$ cat src/rtl/ipsxe_floating_point_one_dec_shl8_v1_0_pkg.sv
// Shared constants and stage-1 bundle for the 8-bit leading-one decoder/shifter.
// The guard field exists only when IPSXE_FLOATING_POINT_ONE_DEC_ROUND_EN is defined.
package ipsxe_floating_point_one_dec_shl8_v1_0_pkg;

    localparam int unsigned WIDTH        = 8;
    localparam int unsigned LOC_W        = 3;
    localparam int unsigned FRAC_W       = 7;
    localparam int unsigned COARSE_SHIFT = 4;

    typedef struct packed {
        logic             valid;
        logic             zero;
        logic             sticky;
`ifdef IPSXE_FLOATING_POINT_ONE_DEC_ROUND_EN
        // Highest bit lost in stage 1, needed separately for round-to-nearest-even
        logic             guard;
`endif
        logic [WIDTH-1:0] data;
        logic [1:0]       s_lo;
    } stage1_t;

endpackage

$ cat src/rtl/ipsxe_floating_point_shr_stage_v1_0.sv
// Conditional right shift by a constant amount, reporting the highest lost bit
// and the OR of the remaining lost bits.
module ipsxe_floating_point_shr_stage_v1_0 #(
    parameter int unsigned WIDTH = 8,
    parameter int unsigned SHIFT = 1
) (
    input  logic             en,
    input  logic [WIDTH-1:0] data,
    output logic [WIDTH-1:0] shifted,
    output logic             lost_msb,
    output logic             lost_rest
);

    always_comb begin
        shifted   = data;
        lost_msb  = 1'b0;
        lost_rest = 1'b0;
        if (en) begin
            shifted  = data >> SHIFT;
            lost_msb = data[SHIFT-1];
            for (int i = 0; i < int'(SHIFT) - 1; i++) begin
                lost_rest = lost_rest | data[i];
            end
        end
    end

endmodule

$ cat src/rtl/ipsxe_floating_point_one_dec_shl8_v1_0.sv
// Rebuilds an 8-bit magnitude from a leading-one location and fraction via a 2-stage
// right barrel shifter. Define IPSXE_FLOATING_POINT_ONE_DEC_ROUND_EN for RNE rounding.
module ipsxe_floating_point_one_dec_shl8_v1_0
    import ipsxe_floating_point_one_dec_shl8_v1_0_pkg::*;
(
    input  logic              i_clk,
    input  logic              i_rst_n,
    input  logic              i_aclken,
    input  logic              i_valid,
    input  logic [LOC_W-1:0]  i_loc,
    input  logic [FRAC_W-1:0] i_frac,
    input  logic              i_zero,
    output logic [WIDTH-1:0]  o_data,
    output logic              o_valid,
    output logic              o_zero,
    output logic              o_inexact
);

    logic [LOC_W-1:0] s;
    logic [WIDTH-1:0] m;
    logic [WIDTH-1:0] coarse;
    logic             c_msb;
    logic             c_rest;
    stage1_t          s1_d;
    stage1_t          s1_q;

    // s = 7 - loc; the leading one lands at bit loc after shifting right by s
    assign s = LOC_W'(FRAC_W) - i_loc;
    assign m = {1'b1, i_frac};

    ipsxe_floating_point_shr_stage_v1_0 #(
        .WIDTH (WIDTH),
        .SHIFT (COARSE_SHIFT)
    ) u_shr_coarse (
        .en        (s[LOC_W-1]),
        .data      (m),
        .shifted   (coarse),
        .lost_msb  (c_msb),
        .lost_rest (c_rest)
    );

    always_comb begin
        s1_d       = '0;
        s1_d.valid = i_valid;
        s1_d.zero  = i_zero;
        s1_d.s_lo  = s[1:0];
        if (!i_zero) begin
            s1_d.data = coarse;
`ifdef IPSXE_FLOATING_POINT_ONE_DEC_ROUND_EN
            s1_d.guard  = c_msb;
            s1_d.sticky = c_rest;
`else
            s1_d.sticky = c_msb | c_rest;
`endif
        end
    end

    always_ff @(posedge i_clk) begin
        if (!i_rst_n) begin
            s1_q <= '0;
        end else if (i_aclken) begin
            s1_q <= s1_d;
        end
    end

    logic [WIDTH-1:0] sh2;
    logic [WIDTH-1:0] sh1;
    logic             m2;
    logic             r2;
    logic             m1;
    logic             r1;
    logic [WIDTH-1:0] data_d;
    logic             inexact_d;

    ipsxe_floating_point_shr_stage_v1_0 #(
        .WIDTH (WIDTH),
        .SHIFT (2)
    ) u_shr_mid (
        .en        (s1_q.s_lo[1]),
        .data      (s1_q.data),
        .shifted   (sh2),
        .lost_msb  (m2),
        .lost_rest (r2)
    );

    ipsxe_floating_point_shr_stage_v1_0 #(
        .WIDTH (WIDTH),
        .SHIFT (1)
    ) u_shr_fine (
        .en        (s1_q.s_lo[0]),
        .data      (sh2),
        .shifted   (sh1),
        .lost_msb  (m1),
        .lost_rest (r1)
    );

`ifdef IPSXE_FLOATING_POINT_ONE_DEC_ROUND_EN
    logic g_a;
    logic st_a;
    logic g_b;
    logic st_b;
    logic round_up;

    // Each enabled shift demotes the previous guard into the sticky OR
    always_comb begin
        g_a  = s1_q.guard;
        st_a = s1_q.sticky;
        if (s1_q.s_lo[1]) begin
            st_a = st_a | g_a | r2;
            g_a  = m2;
        end
        g_b  = g_a;
        st_b = st_a;
        if (s1_q.s_lo[0]) begin
            st_b = st_b | g_b | r1;
            g_b  = m1;
        end
        round_up  = g_b & (st_b | sh1[0]);
        data_d    = sh1 + WIDTH'(round_up);
        inexact_d = g_b | st_b;
    end
`else
    always_comb begin
        data_d    = sh1;
        inexact_d = s1_q.sticky | m2 | r2 | m1 | r1;
    end
`endif

    always_ff @(posedge i_clk) begin
        if (!i_rst_n) begin
            o_data    <= '0;
            o_valid   <= 1'b0;
            o_zero    <= 1'b0;
            o_inexact <= 1'b0;
        end else if (i_aclken) begin
            o_data    <= data_d;
            o_valid   <= s1_q.valid;
            o_zero    <= s1_q.zero;
            o_inexact <= inexact_d;
        end
    end

endmodule

$ cat config.mk
export PLATFORM = sky130hd
export DESIGN_NAME = ipsxe_floating_point_one_dec_shl8_v1_0
export DESIGN_NICKNAME = d
export VERILOG_FILES = /design/src/rtl/ipsxe_floating_point_one_dec_shl8_v1_0_pkg.sv /design/src/rtl/ipsxe_floating_point_shr_stage_v1_0.sv /design/src/rtl/ipsxe_floating_point_one_dec_shl8_v1_0.sv
export SDC_FILE = /design/constraint.sdc
export NUM_CORES = 1
export LEC_CHECK = 0
export CORE_MARGIN = 4
export CORE_UTILIZATION = 48
export DETAILED_ROUTE_END_ITERATION = 6
export MAX_ROUTING_LAYER = met4
export PLACE_DENSITY = 0.76
export RECOVER_POWER = 50
export SYNTH_ARGS = -nofsm -noshare
export SYNTH_HDL_FRONTEND = slang
export SYNTH_SLANG_ARGS = --single-unit
$ cat constraint.sdc
create_clock -name i_clk -period 1.1 [get_ports i_clk]
set_clock_uncertainty 0.05 [all_clocks]
set_input_delay 0.33 -clock i_clk [delete_from_list [all_inputs] [get_ports i_clk]]
set_output_delay 0.33 -clock i_clk [all_outputs]
set_load 0.02 [all_outputs]
==> reports/results.txt <==
R2r worst-path depth: 3
Post-synthesis cell count: 114
WL met1: 1.164 mm
Initial Utilization: 51.20%
Minimum clock period: 1.168 ns
Fin. Hold Viols: 0
P per Cell Area: 990.9 nW/um2
Avg Cell Area, Syn: 10.03 um2
Buf+Inv Stages, Crit Path: 1
VDD IR max: 0.8803 mV
Commonest cells after routing, fill and taps aside: buf_4 (14), buf_6 (12), dfxtp_2 (11), dfxtp_1 (11), clkdlybuf4s50_1 (10)
Die ar.: 3227 um2
RSZ-0062 raised after global routing: true
CTS tree: built
WL per Instance: 14.77 um
WL met2: 1.356 mm
Status: finished with violations
LEAKAGE: 0.6406 nW
I/O pins: 26
Critical path depth in cells: 1
Antenna violations before repair: 0
Root Buffer: clkbuf_4
Area post-placement: 1478 um2
Final worst slack: -0.06831 ns
Inst Count DP: 172
Top layer used by detailed routing: met4
Port Buf Inserts: 25
Final antenna-violating net count: 0
RR Startpoint: s1_q[0]$_SDFFE_PN0P_
Register area share after synthesis: 42.01%
Fin cells: 178
Synth cell types: 30
Num CTS Buffers: 3
RD Place Congestion: 0.8598
Die Span Y: 56.81 um
Overall power: 1.648 mW
Diode count: 0
Critical-path top delay cell: dfxtp_2
End of the worst register-to-register path: o_data[0]$_SDFFE_PN0P_
Htree depth: 1
Core Footprint: 2233 um2
Worst Path Max Fanout: 2
Die width: 56.81 um
Routed via count: 963
Vias in the first global route: 917
Initial DRC count: 13
Final nets: 167
Remaining routing DRC violations: 0
CP endpoint: o_inexact
Max Root-Sink Buffers: 2
Row count: 17
WS Path Type: register to output pin
Delay-heaviest family, CP: flip-flops
Yosys reg bits: 24
Post-layout instance area: 1663 um2
# setup viols final: 16
Yosys warns: 0
Max_cap viols: 0
CP arrival: 0.79 ns
Final Max Slew Viols: 0
Netlist Area Pre-Place: 1144 um2
Area grow syn2layout: 45.40%
CP Launch Point: o_inexact$_SDFFE_PN0P_
Clock sink count: 24
Register-to-register setup slack: -0.05 ns
First-pass GRT wire length: 4.112 mm
Worst skew pair latency: 0.31 ns
Fmax: 855.9 MHz
Footprint of the multi-input gates: 673.1 um2
Syn_nets: 129
Slew margin rel.: 79.21%
GRT Total Usage: 16.49%
Ordered cell list for the critical path: buf_6
WP data required: 0.72 ns
Most common cell after layout, fill and taps aside: buf_4
Post-DR vias/cell: 5.410
Failing checks: negative setup slack
Ratio of cells with drive above 1 in the final layout: 40.00%
CP max stage delay: 0.37 ns
Drt total wl: 2.629 mm
CP startpoint kind: register
Post-DP HPWL: 1.843 mm
FF/Latch Area: 501.7 um2
Gr ovfl total: 0
Hold-fix buffers, CTS: 0
Filler cells: 166
Worst-path clk slew: 0.12 ns
Slew @ Worst Pin: 0.3109 ns
Largest net degree at the start of global routing: 24
Ratio of final minimum period to clock period: 106.2%
Drt first pass iters: 6
Crit end category: output pin
Routed wire length on met3: 84 um
Worst min-delay path class: input pin to register
==> where the power goes <==
part           leakage, nW  internal, mW  switching, mW  total [mW]
clock network       0.0138         0.128          0.249       0.377
logic                0.425         0.188          0.135       0.324
registers            0.202         0.905         0.0419       0.947
==> synthesized netlist by cell type <==
cell type | n | share of area [%]
nand2_1 | 5 | 1.6
o211a_1 | 2 | 1.8
o41ai_1 | 1 | 0.77
inv_1 | 4 | 1.3
o22a_1 | 1 | 0.77
mux2_2 | 1 | 0.98
dfxtp_1 | 24 | 42
and4bb_2 | 1 | 1.1
o21a_1 | 3 | 2.0
nand3_1 | 3 | 1.3
a21boi_0 | 3 | 2.0
mux2i_1 | 14 | 12
nand3b_1 | 7 | 4.6
nor2b_1 | 9 | 4.9
o211ai_1 | 1 | 0.66
o221ai_1 | 4 | 3.1
o21ai_0 | 3 | 1.3
a41oi_1 | 1 | 0.77
nor4_1 | 1 | 0.55
and2b_1 | 1 | 0.66
clkbuf_2 | 2 | 0.88
buf_6 | 3 | 3.0
o22ai_1 | 3 | 1.6
nand3_2 | 1 | 0.88
nor3b_1 | 2 | 1.3
buf_2 | 2 | 0.88
and2_1 | 3 | 1.6
buf_4 | 3 | 2.0
a21oi_2 | 1 | 0.77
nand2b_1 | 5 | 2.7
==> metrics by stage <==
stage	hold slack, ns	worst slack (ns)	setup TNS (ns)	util, %
after detailed placement	0.4438	-0.4948	-12.51	66.16
after floorplan	0.3810	0.04352	0	-
after CTS	0.4492	-0.06888	-0.6456	69.47
after global routing	0.4814	-0.1367	-1.652	74.45
after global placement	0.4247	-0.4729	-12.09	66.16
final	0.4542	-0.06831	-0.7945	74.45
==> how the worst min path moves through the flow <==
| stage | from | endpoint | slack, ns | cells after the start |
|---|---|---|---|---|
| finish | i_loc[2] | s1_q[10]$_SDFFE_PN0P_ | 0.45 | 2 |
| global route | i_loc[2] | s1_q[10]$_SDFFE_PN0P_ | 0.48 | 2 |
| CTS | i_loc[2] | s1_q[10]$_SDFFE_PN0P_ | 0.45 | 2 |
| detailed placement | s1_q[6]$_SDFFE_PN0P_ | s1_q[6]$_SDFFE_PN0P_ | 0.44 | 2 |
| global placement | s1_q[10]$_SDFFE_PN0P_ | s1_q[10]$_SDFFE_PN0P_ | 0.42 | 2 |
| floorplan | i_zero | s1_q[10]$_SDFFE_PN0P_ | 0.38 | 1 |
==> layer usage <==
layer	global-route usage, %	vias to the layer above
met5	-	-
met4	6.291	0
met3	3.448	2
met2	25.91	19
met1	20.76	458
li1	-	484
==> layout make-up <==
type / instances / area share [%]
well taps: 28 / 2.107
flip-flops and latches: 24 / 30.17
clock buffers: 3 / 1.354
inverters: 4 / 0.9029
repair buffers: 43 / 24.98
multi-input cells: 76 / 40.48
==> repair_timing <==
action	in CTS	in global routing
setup endpoints to repair	35	18
pin swaps	1	7
gates cloned	0	0
resized for setup	89	17
buffers inserted	1	2
==> flip-flops by register name (all words and copies together), names as in the netlist <==
signal and count:
o_data 8, o_valid 1, o_zero 1, o_inexact 1
s1_q 13
==> cells by family (layout without fill, tap and decap cells) <==
family / Yosys count / count (layout) / synth area share [%]
AOI/OAI and AO/OA: 23 / 23 / 15.43
DFF: 24 / 24 / 42.01
and+or+nand+nor: 38 / 38 / 21.33
buffers and inverters: 14 / 50 / 7.986
muxes: 15 / 15 / 13.24
(Power assumes the default switching activity.)
